**src/rtl/lcd_frame_sequencer.sv**
```systemverilog
// lcd_frame_sequencer: SDRAM burst fetch into a FIFO streamed onto an 8080 LCD bus; LCD_CMD_PREFIX_EN adds a 16'h002C command word first
module lcd_frame_sequencer #(
  parameter int ADDR_W  = 32,
  parameter int CNT_W   = 20,
  parameter int BURST   = 8,
  parameter int FIFO_D  = 16,
  parameter int WR_LOW  = 2,
  parameter int WR_HIGH = 2
) (
  input  logic              clk,
  input  logic              reset_n,
  input  logic              start,
  input  logic [ADDR_W-1:0] base_addr,
  input  logic [CNT_W-1:0]  pix_count,
  output logic              busy,
  output logic              done,
  output logic [ADDR_W-1:0] avm_address,
  output logic              avm_read,
  output logic [6:0]        avm_burstcount,
  input  logic              avm_waitrequest,
  input  logic [15:0]       avm_readdata,
  input  logic              avm_readdatavalid,
  output logic              lcd_d_c_n,
  output logic              lcd_wr_n,
  output logic [15:0]       lcd_data
);
  localparam int AW = $clog2(FIFO_D);
  localparam int P  = WR_LOW + WR_HIGH;
  localparam int TW = $clog2(P + 1);
`ifdef LCD_CMD_PREFIX_EN
  typedef enum logic [1:0] {IDLE, CMD, FETCH, DRAIN} state_t;
  localparam state_t FIRST = CMD;
`else
  typedef enum logic [1:0] {IDLE, FETCH, DRAIN} state_t;
  localparam state_t FIRST = FETCH;
`endif
  state_t            state_q, state_d;
  logic [ADDR_W-1:0] addr_q, addr_d;
  logic [CNT_W-1:0]  rem_q, rem_d;
  logic [6:0]        out_q, out_d;
  logic              busy_q, busy_d;
  logic              done_q, done_d;
  logic              rd_q, rd_d;
  logic [ADDR_W-1:0] ad_q, ad_d;
  logic [6:0]        bc_q, bc_d;
  logic [15:0]       mem [FIFO_D];
  logic [AW-1:0]     wp_q, wp_d;
  logic [AW-1:0]     rp_q, rp_d;
  logic [AW:0]       fc_q, fc_d;
  logic              wr_n_q, wr_n_d;
  logic [15:0]       dat_q, dat_d;
  logic              act_q, act_d;
  logic [TW-1:0]     t_q, t_d;
  logic [6:0]        len;
  logic              accept;
  logic              push;
  logic              pop;
  logic              wend;
  logic              issue;
  logic              launch;
  assign accept = rd_q && !avm_waitrequest;
  assign push   = avm_readdatavalid && out_q != 7'd0;
  assign wend   = act_q && t_q == TW'(P - 1);
  assign pop    = (state_q == FETCH || state_q == DRAIN) && fc_q != '0 && (!act_q || wend);
  assign len    = rem_q < CNT_W'(BURST) ? 7'(rem_q) : 7'(BURST);
  assign issue  = state_q == FETCH && !rd_q && out_q == 7'd0 && rem_q != '0 &&
                  (FIFO_D - int'(fc_q)) >= int'(len);
`ifdef LCD_CMD_PREFIX_EN
  logic cmd_q, cmd_d;
  logic dc_q, dc_d;
  assign launch = state_q == CMD && !act_q && !cmd_q;
  // Command word bookkeeping: sent once per frame, d_c_n follows the word on the bus
  always_comb begin
    cmd_d = launch ? 1'b1 : state_q == IDLE ? 1'b0 : cmd_q;
    dc_d  = pop ? 1'b1 : launch ? 1'b0 : dc_q;
  end
  // Command state registers
  always_ff @(posedge clk) begin
    if (!reset_n) begin
      cmd_q <= 1'b0;
      dc_q  <= 1'b1;
    end else begin
      cmd_q <= cmd_d;
      dc_q  <= dc_d;
    end
  end
  assign lcd_d_c_n = dc_q;
`else
  assign launch    = 1'b0;
  assign lcd_d_c_n = 1'b1;
`endif
  // Frame FSM and burst requester; a burst only issues when its whole length fits in the FIFO
  always_comb begin
    state_d = state_q;
    busy_d  = busy_q;
    done_d  = 1'b0;
    addr_d  = addr_q;
    rem_d   = rem_q;
    rd_d    = issue ? 1'b1 : accept ? 1'b0 : rd_q;
    ad_d    = issue ? addr_q : ad_q;
    bc_d    = issue ? len : bc_q;
    out_d   = out_q + (accept ? bc_q : 7'd0) - 7'(push);
    if (accept) begin
      addr_d = addr_q + ADDR_W'({bc_q, 1'b0});
      rem_d  = rem_q > CNT_W'(bc_q) ? rem_q - CNT_W'(bc_q) : '0;
    end
    case (state_q)
      IDLE: if (start) begin
        done_d = pix_count == '0;
        if (pix_count != '0) begin
          busy_d  = 1'b1;
          addr_d  = base_addr;
          rem_d   = pix_count;
          state_d = FIRST;
        end
      end
`ifdef LCD_CMD_PREFIX_EN
      CMD: if (cmd_q && wend) state_d = FETCH;
`endif
      FETCH: if (rem_q == '0 && out_q == 7'd0 && !rd_q) state_d = DRAIN;
      DRAIN: if (fc_q == '0 && (!act_q || wend)) begin
        done_d  = 1'b1;
        busy_d  = 1'b0;
        state_d = IDLE;
      end
      default: state_d = IDLE;
    endcase
  end
  // LCD writer: wr_n low for WR_LOW cycles then high for WR_HIGH, data held for the whole period
  always_comb begin
    wr_n_d = wr_n_q;
    dat_d  = dat_q;
    act_d  = act_q;
    t_d    = t_q;
    if (act_q) begin
      t_d    = t_q + TW'(1);
      wr_n_d = t_q == TW'(WR_LOW - 1) ? 1'b1 : wr_n_q;
      act_d  = !wend;
    end
    if (pop || launch) begin
      act_d  = 1'b1;
      t_d    = '0;
      wr_n_d = 1'b0;
      dat_d  = pop ? mem[rp_q] : 16'h002C;
    end
  end
  // FIFO pointers and occupancy
  always_comb begin
    wp_d = wp_q + AW'(push);
    rp_d = rp_q + AW'(pop);
    fc_d = fc_q + (AW+1)'(push) - (AW+1)'(pop);
  end
  // State registers; reset abandons any frame in flight
  always_ff @(posedge clk) begin
    if (!reset_n) begin
      state_q <= IDLE;
      addr_q  <= '0;
      rem_q   <= '0;
      out_q   <= '0;
      busy_q  <= 1'b0;
      done_q  <= 1'b0;
      rd_q    <= 1'b0;
      ad_q    <= '0;
      bc_q    <= '0;
      wp_q    <= '0;
      rp_q    <= '0;
      fc_q    <= '0;
      wr_n_q  <= 1'b1;
      dat_q   <= '0;
      act_q   <= 1'b0;
      t_q     <= '0;
    end else begin
      state_q <= state_d;
      addr_q  <= addr_d;
      rem_q   <= rem_d;
      out_q   <= out_d;
      busy_q  <= busy_d;
      done_q  <= done_d;
      rd_q    <= rd_d;
      ad_q    <= ad_d;
      bc_q    <= bc_d;
      wp_q    <= wp_d;
      rp_q    <= rp_d;
      fc_q    <= fc_d;
      wr_n_q  <= wr_n_d;
      dat_q   <= dat_d;
      act_q   <= act_d;
      t_q     <= t_d;
    end
  end
  // FIFO storage, emptied by pointer reset
  always_ff @(posedge clk) begin
    if (push) mem[wp_q] <= avm_readdata;
  end
  assign busy           = busy_q;
  assign done           = done_q;
  assign avm_address    = ad_q;
  assign avm_read       = rd_q;
  assign avm_burstcount = bc_q;
  assign lcd_wr_n       = wr_n_q;
  assign lcd_data       = dat_q;
endmodule

```
**config.mk**
```make
export PLATFORM = sky130hd
export DESIGN_NAME = lcd_frame_sequencer
export DESIGN_NICKNAME = d
export VERILOG_FILES = /design/src/rtl/lcd_frame_sequencer.sv
export SDC_FILE = /design/constraint.sdc
export NUM_CORES = 1
export LEC_CHECK = 0
export ABC_AREA = 1
export CAP_MARGIN = 20
export CORE_MARGIN = 5
export CORE_UTILIZATION = 40
export DETAILED_ROUTE_END_ITERATION = 8
export HOLD_SLACK_MARGIN = 0.06
export SLEW_MARGIN = 20
export SYNTH_ARGS = -nofsm -noshare
export SYNTH_HDL_FRONTEND = slang
export SYNTH_SLANG_ARGS = --single-unit
```
**constraint.sdc**
```tcl
create_clock -name clk -period 3.71 [get_ports clk]
set_input_delay 0.9275 -clock clk [delete_from_list [all_inputs] [get_ports clk]]
set_output_delay 0.9275 -clock clk [all_outputs]
set_load 0.05 [all_outputs]
```
After elaboration in Yosys (flattened, before gate mapping)

Memories as Yosys holds them, arrays and structs flattened. A register that Yosys moved wholly into a read port is not among the register bits.
Cells that the tools add are included.

Bits of input ports: 73
Logic and storage cells: 106
Output and inout bits: 60
Flip-flop bits (word level): 121
Memories kept: 1
Latch bits: 0
Memory bits (writable): 256
Memory bits (read-only): 0

Memory list:

| memory | depth | bits a word | rd ports | clocked after Yosys merged registers in | write ports | line | RTL |
|---|---|---|---|---|---|---|---|
| mem    | 16    | 16          | 1        | 1                                       | 1           | 46   | `logic [15:0] mem [FIFO_D];` |

Shifts and indexed selects: 0
Multiplexer cells: 32
Add/sub/neg operators: 10
$lt $le $gt $ge: 3
$mul: 0
Eq/ne operators: 8
Bitwise operators: 1
Reductions and logical operators: 36
Div/mod/pow operators: 0

Operators with widths:

| operator              | count |
|---|---|
| $mux W32              | 4 |
| $mux W20              | 5 |
| $logic_not A20 Y1     | 2 |
| $reduce_bool A20 Y1   | 2 |
| $add A32 B8 Y32       | 1 |
| $gt A20 B7 Y1         | 1 |
| $lt A20 B4 Y1 const B | 1 |
| $sub A20 B7 Y20       | 1 |
| $mux W1               | 14 |
| $mux W7               | 2 |
| $logic_and A1 B1 Y1   | 12 |
| $add A4 B1 Y4         | 2 |
| $ge A6 B8 Y1          | 1 |
| $mux W2               | 4 |
| $reduce_and A4 Y1     | 2 |
| $reduce_bool A2 Y1    | 4 |
| $add A7 B7 Y7         | 1 |
| $logic_not A7 Y1      | 1 |
| $reduce_bool A7 Y1    | 1 |
| $sub A7 B1 Y7         | 1 |
| $pmux W2 S3           | 1 |
| $sub A5 B5 Y6 const A | 1 |
| $add A5 B1 Y5         | 1 |
| $logic_not A1 Y1      | 5 |
| 16 further kinds      | 20 |

Logic depth before layout (Yosys ltp)

Gate-level depths: netlist of run 1.

Depth after elaboration: 6
Gate-level depth with buffers: 20
Depth with buffers taken out: 18

Least setup slack after synthesis of run 1

OpenSTA, ideal clock, no wires.

Path kind: in2reg
Start point: input avm_waitrequest
End point: register out_q[6]
Data arrival time: 3.134 ns
Setup slack: 0.448 ns
Data required time: 3.582 ns
Buffers on the path: 2
Stages on the path: 16
Library setup time: 0.128 ns
Cells stage by stage: nor2_2 buf_2 buf_1 nand2_1 ha_1 inv_1 ha_1 inv_1 fa_1 inv_1 nand3_1 nand2_1 a21o_1 a21oi_1 xor2_1 nor2_1

Word-level cells in the longest chain between the ends: 5

RTL lines:

| item                 | line | RTL |
|---|---|---|
| start, declared      | 20   | `input logic avm_waitrequest,` |
| $logic_not A1 Y1     | 61   | `assign accept = rd_q && !avm_waitrequest;` |
| $logic_and A1 B1 Y1  | 61   |  |
| $mux W7              | 102  | `out_d = out_q + (accept ? bc_q : 7'd0) - 7'(push);` |
| $add A7 B7 Y7        | 102  |  |
| $sub A7 B1 Y7        | 102  |  |
| end signal, assigned | 176  | `out_q <= out_d;` |
| end, declared        | 40   | `logic [6:0] out_q, out_d;` |

Every way passes these cells.
A chain may end at the register's enable or synchronous reset.

Worst setup path after layout of run 1

Start point: register rem_q[12]
End point: register bc_q[4], in the netlist avm_burstcount[4]

Word-level cells in the longest chain between the ends: 4
Elaborated cells between the ends (all ways): 6
Classes of those cells: order compare (2); mux (1); reduce/logical (3)

RTL lines:

| item                   | line | RTL |
|---|---|---|
| start, declared        | 39   | `logic [CNT_W-1:0] rem_q, rem_d;` |
| start signal, assigned | 175  | `rem_q <= rem_d;` |
| $lt A20 B4 Y1          | 65   | `assign len = rem_q < CNT_W'(BURST) ? 7'(rem_q) : 7'(BURST);` |
| $mux W7                | 65   |  |
| $ge A6 B8 Y1           | 67   | `(FIFO_D - int'(fc_q)) >= int'(len);` |
| $logic_and A1 B1 Y1    | 66   | `assign issue = state_q == FETCH && !rd_q && out_q == 7'd0 && rem_q != '0 &&` |
| end signal, assigned   | 164  | `bc_q <= '0;` |
| end signal, assigned   | 181  | `bc_q <= bc_d;` |
| end, declared          | 45   | `logic [6:0] bc_q, bc_d;` |

Several ways; a longest one is shown, not always the timed one.

==> impl_metrics.env, run 1 <==
export IMPL_status="finished clean"
export IMPL_ff2ff_path_depth=18
export IMPL_root_buffer="clkbuf_16"
export IMPL_cts_buffers=43
export IMPL_layout_common_cells="nand2_1, inv_1, edfxtp_1"
export IMPL_async_reset_ff_frac=0
export IMPL_synth_seq_cells=393
export IMPL_clkTransAtPathRegs_ns=0.06
export IMPL_combPwrFrac=0.292
export IMPL_postCtsSetupBuffers=0
export IMPL_synth_edf_count=256
export IMPL_wire_per_inst_um=17.48
export IMPL_track_usage=0.1870
export IMPL_fin_cells=2738
export IMPL_die_height_um=224.3
export IMPL_via_count=13850
export IMPL_core_area_mm2=0.04538
export IMPL_drt_iter0_markers=1075
export IMPL_fin_hold_ws_ns=0.4525
export IMPL_p_leak_nw=8.319
export IMPL_required_ns=4.20
export IMPL_grt_overflow_total=0
export IMPL_crit_reg2reg_launch="rem_q[12]"
export IMPL_endpoint="avm_burstcount[4]"
export IMPL_grt_use_met2=0.3123
export IMPL_drv_cap=0
export IMPL_cts_tree="done"
export IMPL_min_period_over_period=0.8261
export IMPL_r2r_slack_ns=0.65
export IMPL_synth_ff_type="edfxtp_1"
export IMPL_finalInstanceArea_mm2=0.02183
export IMPL_pwr_share_seq=0.397
export IMPL_p_clk_frac=0.311
export IMPL_dr_pass1_iters=5
export IMPL_irDropWorstVdd_v=0.0004723
export IMPL_grt_util_met1=0.2544
export IMPL_p_per_area_mw_per_mm2=631.1
export IMPL_worstPathArrival_ns=3.55
export IMPL_post_place_ws_ns=0.3411
export IMPL_nets=2229
export IMPL_slew_violations=0
export IMPL_fp_dieW_um=224.3
export IMPL_layout_drive_gt1_share=0.08478
export IMPL_swShare=0.3457
export IMPL_grt_start_max_net_pins=151
export IMPL_relSlewSlack=0.4090
export IMPL_final_seq_area_mm2=0.01044
export IMPL_critPathLaunchType="register"
export IMPL_clock_tree_buffer_depth=3
export IMPL_ys_warn_count=0
export IMPL_h_tree_depth=2
export IMPL_fmax_mhz=326.3
export IMPL_fin_util=0.4811
export IMPL_r2r_end="avm_burstcount[4]"
export IMPL_final_common_cell="nand2_1"
export IMPL_grt_pass1_wl_um=75050
export IMPL_antenna_found_initial=4
export IMPL_place_gp_congestion=0.9132
export IMPL_hold_violations=0
export IMPL_ant_nets=0
export IMPL_end_kind="register"
export IMPL_die_area_mm2=0.05032
export IMPL_crit_fanout=38
export IMPL_wl_um=47850
export IMPL_power_total_mw=13.78
export IMPL_num_fill_cells=4243
export IMPL_avgSynthCellArea_um2=9.283
export IMPL_setup_tns_ns=0
export IMPL_core_rowCount=78
export IMPL_worst_slack_ns=0.6451
export IMPL_ys_seq_area_frac=0.5677
export IMPL_worstMarginPinSlew_ns=0.8856
export IMPL_netlist_area_mm2=0.01837
export IMPL_dp_hpwl_um=30300
export IMPL_ios=133
export IMPL_clk_latency_ns=0.58
export IMPL_clkSinkCount=393
export IMPL_cts_resized=0
export IMPL_p_int_mw=9.014
export IMPL_initial_core_util=0.4048
export IMPL_p_sw_mw=4.763
export IMPL_clock_skew_ns=0.02250
export IMPL_grt_util_met3=0.03667
export IMPL_synthCells=1979
export IMPL_hold_buffers=0
export IMPL_finalWorstPathRequiredPeriod_ns=3.065
export IMPL_critPathLaunch="rem_q[12]"
export IMPL_port_buffers=131
export IMPL_numPlacedInstances=2655
export IMPL_drc_errors=0
export IMPL_viasPerCell=5.058
export IMPL_synth_distinct_cells=38
export IMPL_multiInputGateArea_mm2=0.006451
export IMPL_grt_busiest_layer="met2"
export IMPL_placed_area_mm2=0.02040
export IMPL_rsz0062_at_grt="no"
export IMPL_area_growth_pct=18.83
export IMPL_path_class="register to register"
export IMPL_grt_pass1_vias=13140
export IMPL_finalSetupViolCount=0
export IMPL_hold_path_class="register to register"
## critical path: stages (launching register included)
cell	delay (ns)
dfxtp_1	0.35
nor2_2	0.14
nand3_1	0.12
nor2_1	0.11
nand2_1	0.08
nor2_2	0.17
inv_1	0.11
nor2_1	0.16
inv_1	0.07
ha_1	0.31
a21oi_1	0.14
o21ai_0	0.08
nand2_1	0.07
nand2_1	0.05
nand2_1	0.07
nand2_2	0.14
nand2_4	0.45
inv_1	0.14
nor3_1	0.17
## synth_stat cells (5+ instances only)
cell,count,share of area
dfxtp_1,137,0.15
buf_2,24,0.0065
o21ai_0,128,0.035
inv_1,293,0.060
clkbuf_1,60,0.012
xnor2_1,13,0.0062
nand2_2,22,0.0075
nand4_1,9,0.0031
ha_1,52,0.035
nor3_1,13,0.0035
buf_1,6,0.0012
nor2_1,115,0.023
o21bai_1,6,0.0025
a31oi_1,5,0.0017
a21oi_1,160,0.044
nand2_1,308,0.063
a21oi_2,21,0.010
o211ai_1,80,0.033
edfxtp_1,256,0.42
or2_2,9,0.0031
xor2_1,15,0.0072
nand3_1,219,0.060
## per-layer routing
| layer | wire length [um] | vias up | part of all wire |
|---|---|---|---|
| met5 | 27 | - | 0.00056 |
| met4 | 763 | 4 | 0.016 |
| met3 | 2950 | 53 | 0.062 |
| met2 | 22690 | 327 | 0.47 |
| met1 | 21420 | 6545 | 0.45 |
| li1 | - | 6919 | - |
## power by group through the flow
stage          combinational [mW]  clock [mW]  sequential [mW]
5_1_grt                      4.54        4.59             5.52
2_1_floorplan                2.56           0             5.76
3_5_place_dp                 4.04           0             5.55
4_1_cts                      4.05        4.39             5.47
3_3_place_gp                 3.96           0             5.55
6_report                     4.02        4.29             5.47
## cell families after synthesis
group           share of synthesized area
simple gates                       0.1677
compound gates                     0.1269
flops                              0.5677
buf+inv                           0.08425
fa+ha+maj                         0.03977
xor+xnor                          0.01335
other cells                     0.0002041
## registers in the layout, indices dropped and copies added (netlist names), 2 cells and up
signal          cells
mem               256
addr_q             32
avm_address        32
rem_q              20
lcd_data           16
avm_burstcount      7
out_q               7
fc_q                5
rp_q                4
wp_q                4
t_q                 3
state_q             2
## worst min path at each step
stage / from / to / slack (ns) / depth (start not counted)
global placement: busy / busy / 0.44 / 2
floorplan: t_q[2] / t_q[2] / 0.44 / 2
finish: busy / busy / 0.45 / 2
detailed placement: busy / busy / 0.44 / 2
CTS: busy / busy / 0.45 / 2
global route: avm_address[20] / avm_address[20] / 0.49 / 2
## cell type report
type / instances / area share
repair buffers: 168 / 0.07542
clock inverters: 17 / 0.008654
multi-input cells: 1197 / 0.2955
clock buffers: 63 / 0.05640
inverters: 297 / 0.05118
diodes: 3 / 0.0003439
well taps: 600 / 0.03439
flip-flops and latches: 393 / 0.4781
Note: power is estimated with default switching activity, not from simulation.
==> run 2, diff against run 1 <==
==> constraint.sdc (replaced) <==
create_clock -name clk -period 2.6 [get_ports clk]
set_input_delay 0.65 -clock clk [delete_from_list [all_inputs] [get_ports clk]]
set_output_delay 0.65 -clock clk [all_outputs]
set_load 0.05 [all_outputs]
==> run 2 against run 1 <==
Against the previous run:
- flip-flop and latch count did not move
- non-clock buffer count rose by 82
- sequential share of layout area fell by 2.5 points
- sequential power rose by 43%
==> impl_metrics.env, run 2 (synthesis gave the netlist of run 1 again) <==
export IMPL_die_height_um=224.3
export IMPL_nets=2311
export IMPL_worst_slack_ns=0.06379
export IMPL_cp_depth=19
export IMPL_diodes=0
export IMPL_h_tree_depth=2
export IMPL_wire_per_inst_um=17.84
export IMPL_drv_cap=0
export IMPL_slew_violations=0
export IMPL_core_rowCount=78
export IMPL_post_place_ws_ns=-0.3582
export IMPL_ios=133
export IMPL_largest_reg_flops=256
export IMPL_fin_util=0.5077
export IMPL_clk_latency_ns=0.57
export IMPL_status="finished clean"
export IMPL_required_ns=3.04
export IMPL_grt_pass1_wl_um=77670
export IMPL_hold_depth=3
export IMPL_fmax_mhz=394.3
export IMPL_core_area_mm2=0.04538
export IMPL_finalSetupViolCount=0
export IMPL_wl_um=50170
export IMPL_fin_hold_ws_ns=0.4256
export IMPL_relSlewSlack=0.4344
export IMPL_dr_pass1_iters=5
export IMPL_initial_core_util=0.4048
export IMPL_clkSinkCount=393
export IMPL_clock_tree_buffer_depth=3
export IMPL_place_gp_congestion=0.9029
export IMPL_regMostFlops="mem"
export IMPL_worstPathArrival_ns=2.98
export IMPL_r2r_slack_ns=0.06
export IMPL_min_period_over_period=0.9755
export IMPL_path_cells="nor2_4 > nand3_2 > nor2_2 > nand2_2 > nor2_4 > inv_4 > nor2_4 > inv_2 > ha_4 > nand2_4 > o21ai_2 > nand2_1 > nand2_1 > nand2_2 > nand2_4 > nand2_8 > buf_12 > nand2_1 > a21oi_1"
export IMPL_slowest_delay_ns=0.34
export IMPL_clkTransAtPathRegs_ns=0.06
export IMPL_via_count=14360
export IMPL_drt_iter0_markers=1162
export IMPL_hold_path_class="primary input to register"
export IMPL_die_area_mm2=0.05032
export IMPL_cts_tree="done"
export IMPL_critPathLaunchType="register"
export IMPL_layout_drive_gt1_share=0.1441
export IMPL_layout_common_cells="nand2_1, inv_1, edfxtp_1"
export IMPL_p_leak_nw=8.856
export IMPL_area_growth_pct=25.42
export IMPL_multiInputGateArea_mm2=0.006755
export IMPL_crit_fanout=7
export IMPL_irDropWorstVdd_v=0.0004599
export IMPL_num_fill_cells=4098
export IMPL_path_class="register to register"
export IMPL_viasPerCell=5.106
export IMPL_final_seq_area_mm2=0.01045
export IMPL_grt_overflow_total=0
export IMPL_end_kind="register"
export IMPL_track_usage=0.1943
export IMPL_port_buffers=131
export IMPL_ant_nets=0
export IMPL_worstMarginPinSlew_ns=0.8475
export IMPL_dp_hpwl_um=32830
export IMPL_finalWorstPathRequiredPeriod_ns=2.536
export IMPL_slowest_stage="dfxtp_2"
export IMPL_p_per_area_mw_per_mm2=906.7
export IMPL_grt_pass1_vias=13890
export IMPL_clock_skew_ns=0.01984
export IMPL_antenna_found_initial=2
export IMPL_cts_buffers=43
export IMPL_drc_errors=0
export IMPL_ff2ff_path_depth=19
export IMPL_final_common_cell="nand2_1"
export IMPL_hold_violations=0
export IMPL_fp_dieW_um=224.3
export IMPL_grt_start_max_net_pins=61
export IMPL_root_buffer="clkbuf_16"
export IMPL_rsz0062_at_grt="yes"
export IMPL_critPathTopFamily="simple AND/OR/NAND/NOR gates"
export IMPL_critPathBufInv=3
## run 2: cell count changes in the layout (fill, tap and decap cells not counted), sizes merged, moves of 2 or more
| cell | before | now |
|---|---|---|
| diode | 3 | 0 |
| clkbuf | 63 | 66 |
| clkinvlp | 0 | 2 |
| inv | 299 | 297 |
| clkdlybuf4s50 | 130 | 124 |
| bufinv | 3 | 1 |
| buf | 38 | 117 |
| dlygate4sd2 | 0 | 4 |
## run 2: worst paths after layout
| kind | from | end |
|---|---|---|
| max reg2reg | rem_q[13] | avm_address[23] |
| min reg2reg | busy | busy |
| min | reset_n | addr_q[2] |
| max | rem_q[13] | avm_address[23] |
## run 2: cell type report
cell class,instances,area share
clock inverter,14,0.004833
multi-input combinational,1197,0.2932
inverter,297,0.04898
sequential,393,0.4535
timing repair buffer,250,0.1150
clock buffer,62,0.05197
tap,600,0.03258
## run 2: timing repair
item                                   in CTS  in global routing
setup endpoints to repair                  44                 47
endpoints found under the hold margin       0                  0
gates cloned                                3                  4
hold buffers                                0                  0
pin swaps                                  11                 47
gates resized for setup                    24                 75
buffers inserted                            3                  6
## run 2: metal layers
metal / track usage / up-vias / routed length, um
met5: 0 / - / 21
met4: 0.05107 / 4 / 1220
met3: 0.04007 / 73 / 3050
met2: 0.3216 / 389 / 23760
met1: 0.2627 / 6794 / 22130
li1: - / 7103 / -
## run 2: report_power, final
part,switching (mW),internal (mW),leakage [nW]
clock,2.45,3.30,0.641
sequential,0.533,7.28,3.44
combinational,4.35,2.97,4.78
total,7.33,13.6,8.86
## run 2: worst register-to-register path: stages, from the launching register on
cell     delay, ns
dfxtp_2       0.34
nor2_4        0.12
nand3_2       0.10
nor2_2        0.12
nand2_2       0.09
nor2_4        0.16
inv_4         0.07
nor2_4        0.13
inv_2         0.05
ha_4          0.27
nand2_4       0.05
o21ai_2       0.10
nand2_1       0.06
nand2_1       0.08
nand2_2       0.07
nand2_4       0.11
nand2_8       0.14
buf_12        0.23
nand2_1       0.08
a21oi_1       0.06
## run 2: per-stage QoR
stage                     cells  power (mW)  TNS (ns)  instance area [um^2]
after floorplan            1981       11.93  -0.05084                 18430
final                      2813       20.89         0                 23040
after global routing       2813       22.16    -3.990                 23040
after CTS                  2803       20.35         0                 22600
after detailed placement   2722       14.17    -4.203                 21130
after global placement     2722       14.01    -2.871                 21130
